===== config.mk =====
export PLATFORM = sky130hd
export DESIGN_NAME = fsoc_benchctl
export DESIGN_NICKNAME = d
export VERILOG_FILES = /design/src/rtl/fsoc_benchctl.sv
export SDC_FILE = /design/constraint.sdc
export NUM_CORES = 1
export LEC_CHECK = 0
export CAP_MARGIN = 25
export CORE_MARGIN = 2
export CORE_UTILIZATION = 30
export CTS_CLUSTER_DIAMETER = 100
export DETAILED_ROUTE_END_ITERATION = 8
export GPL_TIMING_DRIVEN = 0
export HOLD_SLACK_MARGIN = 0.12
export SYNTH_ARGS = -nofsm -noshare
export SYNTH_HDL_FRONTEND = slang
export SYNTH_SLANG_ARGS = --single-unit

===== constraint.sdc =====
create_clock -name clk_i -period 7 [get_ports clk_i]
set_input_delay 1.75 -clock clk_i [delete_from_list [all_inputs] [get_ports clk_i]]
set_output_delay 1.75 -clock clk_i [all_outputs]
set_load 0.01 [all_outputs]

===== src/rtl/fsoc_benchctl.sv =====
// Wishbone-slave benchmark controller: drives RUN/PASS/FAIL signalling lines and
// keeps a saturating cycle counter of the run with an atomic LO/HI read path.
module fsoc_benchctl #(
   parameter int unsigned CNTW = 64
) (
   input  logic        clk_i,
   input  logic        rst_i,
   input  logic        wb_stb_i,
   input  logic        wb_we_i,
   input  logic [4:0]  wb_adr_i,
   input  logic [31:0] wb_dat_i,
   input  logic [3:0]  wb_sel_i,
   output logic [31:0] wb_dat_o,
   output logic        wb_ack_o,
   output logic [2:0]  my_o,
   output logic        err_o
);

   localparam logic [2:0] StIdle = 3'd0;
   localparam logic [2:0] StRun  = 3'd1;
   localparam logic [2:0] StDone = 3'd2;
   localparam logic [2:0] StPass = 3'd3;
   localparam logic [2:0] StFail = 3'd4;

   logic [2:0]      state_q, state_d;
   logic [CNTW-1:0] cnt_q, cnt_d;
   logic [CNTW-33:0] shadow_q, shadow_d;
   logic            err_q, err_d;
   logic            ack_q, ack_d;
   logic [31:0]     dat_q, dat_d;
   logic [31:0]     rdata;

   logic commit, wr_ctrl, rd;
   logic cmd_clear, cmd_fail, cmd_pass, cmd_stop, cmd_start;

   assign commit  = wb_stb_i & ~ack_q;
   assign wr_ctrl = commit & wb_we_i & (wb_adr_i[4:2] == 3'd0);
   assign rd      = commit & ~wb_we_i;

   // Only the highest-priority command bit of a write acts.
   assign cmd_clear = wr_ctrl & wb_sel_i[3] & wb_dat_i[31];
   assign cmd_fail  = wr_ctrl & wb_sel_i[0] & ~cmd_clear & wb_dat_i[3];
   assign cmd_pass  = wr_ctrl & wb_sel_i[0] & ~cmd_clear & ~wb_dat_i[3] & wb_dat_i[2];
   assign cmd_stop  = wr_ctrl & wb_sel_i[0] & ~cmd_clear & ~(|wb_dat_i[3:2]) & wb_dat_i[1];
   assign cmd_start = wr_ctrl & wb_sel_i[0] & ~cmd_clear & ~(|wb_dat_i[3:1]) & wb_dat_i[0];

   always_comb begin
      case (state_q)
         StRun:   my_o = 3'b001;
         StPass:  my_o = 3'b010;
         StFail:  my_o = 3'b100;
         default: my_o = 3'b000;
      endcase
   end

   always_comb begin
      case (wb_adr_i[4:2])
         3'd1:    rdata = {25'd0, err_q, state_q, my_o};
         3'd2:    rdata = cnt_q[31:0];
         3'd3:    rdata = 32'(shadow_q);
         default: rdata = 32'd0;
      endcase
   end

   always_comb begin
      state_d  = state_q;
      err_d    = err_q;
      shadow_d = shadow_q;
      cnt_d    = cnt_q;
      if (state_q == StRun && !(&cnt_q)) begin
         cnt_d = cnt_q + {{(CNTW-1){1'b0}}, 1'b1};
      end
      if (rd && wb_adr_i[4:2] == 3'd2) begin
         shadow_d = cnt_q[CNTW-1:32];
      end
      if (cmd_clear) begin
         state_d  = StIdle;
         cnt_d    = '0;
         shadow_d = '0;
         err_d    = 1'b0;
      end else if (cmd_fail || cmd_pass) begin
         if (state_q == StDone) begin
            state_d = cmd_fail ? StFail : StPass;
         end else if (state_q == StIdle || state_q == StRun) begin
            err_d = 1'b1;
         end
      end else if (cmd_stop) begin
         if (state_q == StRun) begin
            state_d = StDone;
         end else begin
            err_d = 1'b1;
         end
      end else if (cmd_start) begin
         if (state_q == StPass || state_q == StFail) begin
            err_d = 1'b1;
         end else begin
            state_d = StRun;
            cnt_d   = '0;
         end
      end
   end

   assign ack_d = commit;
   assign dat_d = rd ? rdata : 32'd0;

   always_ff @(posedge clk_i or posedge rst_i) begin
      if (rst_i) begin
         state_q  <= StIdle;
         cnt_q    <= '0;
         shadow_q <= '0;
         err_q    <= 1'b0;
         ack_q    <= 1'b0;
         dat_q    <= 32'd0;
      end else begin
         state_q  <= state_d;
         cnt_q    <= cnt_d;
         shadow_q <= shadow_d;
         err_q    <= err_d;
         ack_q    <= ack_d;
         dat_q    <= dat_d;
      end
   end

   assign wb_ack_o = ack_q;
   assign wb_dat_o = dat_q;
   assign err_o    = err_q;

endmodule


==> results.yml <==
power_and_ir_drop:
  seqPwrFrac: 0.434
  p_clk_frac: 0.361
  net-switching-power_mw: 0.850
  peakVddDrop_uv: 181
  combinationalPowerShare: 0.205
  switching_share: 0.331
  p_leak_nw: 3.15
  fin_total_pwr_mw: 2.57
  powerDensity_mw_per_mm2: 313
  internal_power_mw: 1.72
clock_network:
  cts_inserted_buffers: 17
  hold_buffers: 0
  ctsResizeCount: 0
  cts_buffer_depth: 2
  ctsRootBufferMaster: "clkbuf_16"
  tritoncts: "yes"
  post-cts-setup-buffers: 0
  path_clk_slew_ns: 0.06
  cts_sinks: 133
  cts_max_level: 4
  clk_latency_ns: 0.44
synth:
  synthCells: 735
  yosysUniqueCellTypes: 53
  ys_seq_area_frac: 0.495
  syn_area_mm2: 0.00672
  yosysTopAreaCellShare: 0.495
  ys_ff_latch: 133
  ys_async_sr_fraction: 1.00
  synth_area_leaders: "dfrtp_1 (50%), nand2_1 (6.5%), a21oi_1 (5.8%)"
  yosysTopAreaCell: "dfrtp_1"
  synth_fp_nets: 781
  synth-main-ff-cell: "dfrtp_1"
  avgSynthCellArea_um2: 9.14
  synth_edf_count: 0
  yosysWarningCount: 0
grt:
  grt_pass1_vias: 5805
  grt_start_max_net_pins: 79
  grt.total_usage: 0.178
  grt_pass1_wl_um: 32900
  antenna_found_initial: 0
  grt-ovfl-total: 0
setup_path:
  crit_path_start_kind: "input pin"
  cp-end-kind: "flip-flop"
  path_max_fanout: 10
  max_stage_delay_ns: 0.67
  crit-reg2reg-launch: "wb_ack_o"
  regToRegEndpoint: "cnt_q[8]"
  worstPathCellList: "clkdlybuf4s50_1 -> nor4b_1 -> and4_1 -> clkbuf_1 -> a41o_1 -> clkbuf_1 -> buf_1 -> nor2_1"
  arrival_ns: 5.12
  slowest_stage: "clkbuf_1"
  cp_common_cell: "clkbuf_1"
  r2r_cells: 7
  path_class: "input pin to flip-flop"
  crit_end: "cnt_q[8]"
  startpoint: "wb_adr_i[3]"
  ff2ff_setup_slack_ns: 3.90
  required_ns: 7.29
floorplanning:
  coreArea_mm2: 0.0219
  die_w_um: 154
  dieHeight_um: 154
  ios: 82
  dieArea_mm2: 0.0236
  num_rows: 54
  start_util: 0.307
route:
  vias: 6149
  drtAntennaViolNets: 0
  drtIter0Drc: 587
  routed_wl_um: 20300
  firstDrtPassIters: 5
  vias_per_cell: 5.60
  remaining_drc_errors: 0
  routedWlPerCell_um: 18.5
placement:
  place_congestion: 0.887
  portBuffers: 50
  place_hpwl_um: 14300
  placed_cell_area_mm2: 0.00761
layout:
  fin_nets: 852
  final_cell_mix: "dfrtp_1 (133), nand2_1 (116), a21oi_1 (78)"
  fin_area_mm2: 0.00822
  layout_commonest_cell: "dfrtp_1"
  drive_above_1_share: 0.0647
  n_antenna_cell: 0
  areaGrowthSynthToFinish_pct: 22.3
worst_hold_path:
  min_path_type: "flip-flop to flip-flop"
  hold_path_depth: 1
sta:
  hold_viol_final: 0
  final.min_clock_period_ns: 4.83
  report.final.slew_viol_count: 0
  fmax_ghz: 0.207
  period_share: 0.690
  finalClockSkew_ns: 0.0121
  setup_viol: 0
  tightest_slew_ns: 0.816
  rsz0062_at_grt: "no"
  slew_headroom: 0.452
status:
  outcome: "finished clean"
job:
  maxCapViolCount: 0
-- final cells by class --
| cell class | count | area, um^2 |
|---|---|---|
| well taps | 280 | 350 |
| clock inverters | 8 | 123 |
| clock buffers | 24 | 482 |
| flip-flops and latches | 133 | 3330 |
| fillers | 2239 | 13700 |
| multi-input cells | 546 | 3140 |
| inverters | 11 | 46.3 |
| plain buffers | 45 | 214 |
| repair buffers | 52 | 533 |
-- metal layers --
| layer | vias to the layer above | GRT usage | wire length, um |
|---|---|---|---|
| li1 | 2869 | - | - |
| met1 | 3008 | 0.248 | 9110 |
| met2 | 229 | 0.274 | 9400 |
| met3 | 43 | 0.0383 | 1260 |
| met4 | 0 | 0.0642 | 554 |
| met5 | - | 0 | 0 |
-- flip-flops by register name (all words and copies together) (netlist names) --
| register | cells |
|---|---|
| wb_dat_o | 32 |
| wb_ack_o | 1 |
| shadow_q | 32 |
| err_o | 1 |
| cnt_q | 64 |
| state_q | 3 |
-- synthesized netlist by cell type (2+ instances only) --
cell type	number
nor4_1	9
or3_1	10
a41o_1	3
buf_1	3
a21oi_1	78
xnor2_1	10
and2_1	3
nand2_1	116
nand3_1	28
dfrtp_1	133
nor2b_1	4
mux2i_1	5
nor3b_1	4
or2_2	2
a31o_2	2
nand2b_1	2
o21ai_0	14
nor3_1	11
o31ai_1	33
inv_1	11
nor4bb_1	2
nor2_1	62
nor4b_1	2
buf_6	4
and4_1	10
mux2_2	4
or4_1	41
nand4_1	17
and3_1	15
a31oi_1	2
a22oi_1	32
o211ai_1	6
or4_4	2
clkbuf_1	36
-- worst max-delay path, delay by kind of cell --
kind,cells,cell delay [ns]
buffers and inverters,4,2.00
and+or+nand+nor,3,0.90
AOI/OAI and AO/OA,1,0.46
-- per-stage QoR --
stage	std cells	setup WS, ns	setup TNS, ns	util	hold slack (ns)
finish	1099	2.17	0	0.375	0.486
global route	1099	1.85	0	0.375	0.538
CTS	1099	2.19	0	0.375	0.486
detailed placement	1067	1.71	0	0.348	0.484
global placement	1065	-0.339	-43.93	0.346	0.476
floorplan	735	1.70	0	-	0.491
-- power by group through the flow --
stage	combinational, mW	sequential, mW	clock (mW)
finish	0.525	1.12	0.927
global route	0.590	1.14	0.974
CTS	0.523	1.11	0.940
detailed placement	0.521	1.12	0
global placement	0.509	1.12	0
floorplan	0.391	1.05	0
-- logic make-up (layout without fill, tap and decap cells) --
family                     Yosys count  in the layout  share of synthesized area
DFF                                133            133                      0.495
AOI/OAI and AO/OA                  179            179                      0.169
muxes                                9              9                     0.0142
buffers and inverters               56            140                     0.0380
adders and majority gates            1              1                    0.00186
xor gates and xnor gates            11             11                     0.0143
and+or+nand+nor                    346            346                      0.267
-- worst min-delay path by stage --
stage | from | end | slack (ns)
after CTS | wb_ack_o | wb_ack_o | 0.49
after global placement | wb_ack_o | wb_ack_o | 0.48
final | wb_ack_o | wb_ack_o | 0.49
after global routing | wb_ack_o | wb_ack_o | 0.54
after detailed placement | wb_ack_o | wb_ack_o | 0.48
after floorplan | shadow_q[10] | wb_dat_o[10] | 0.49
Power figures use the tool's default switching activity.
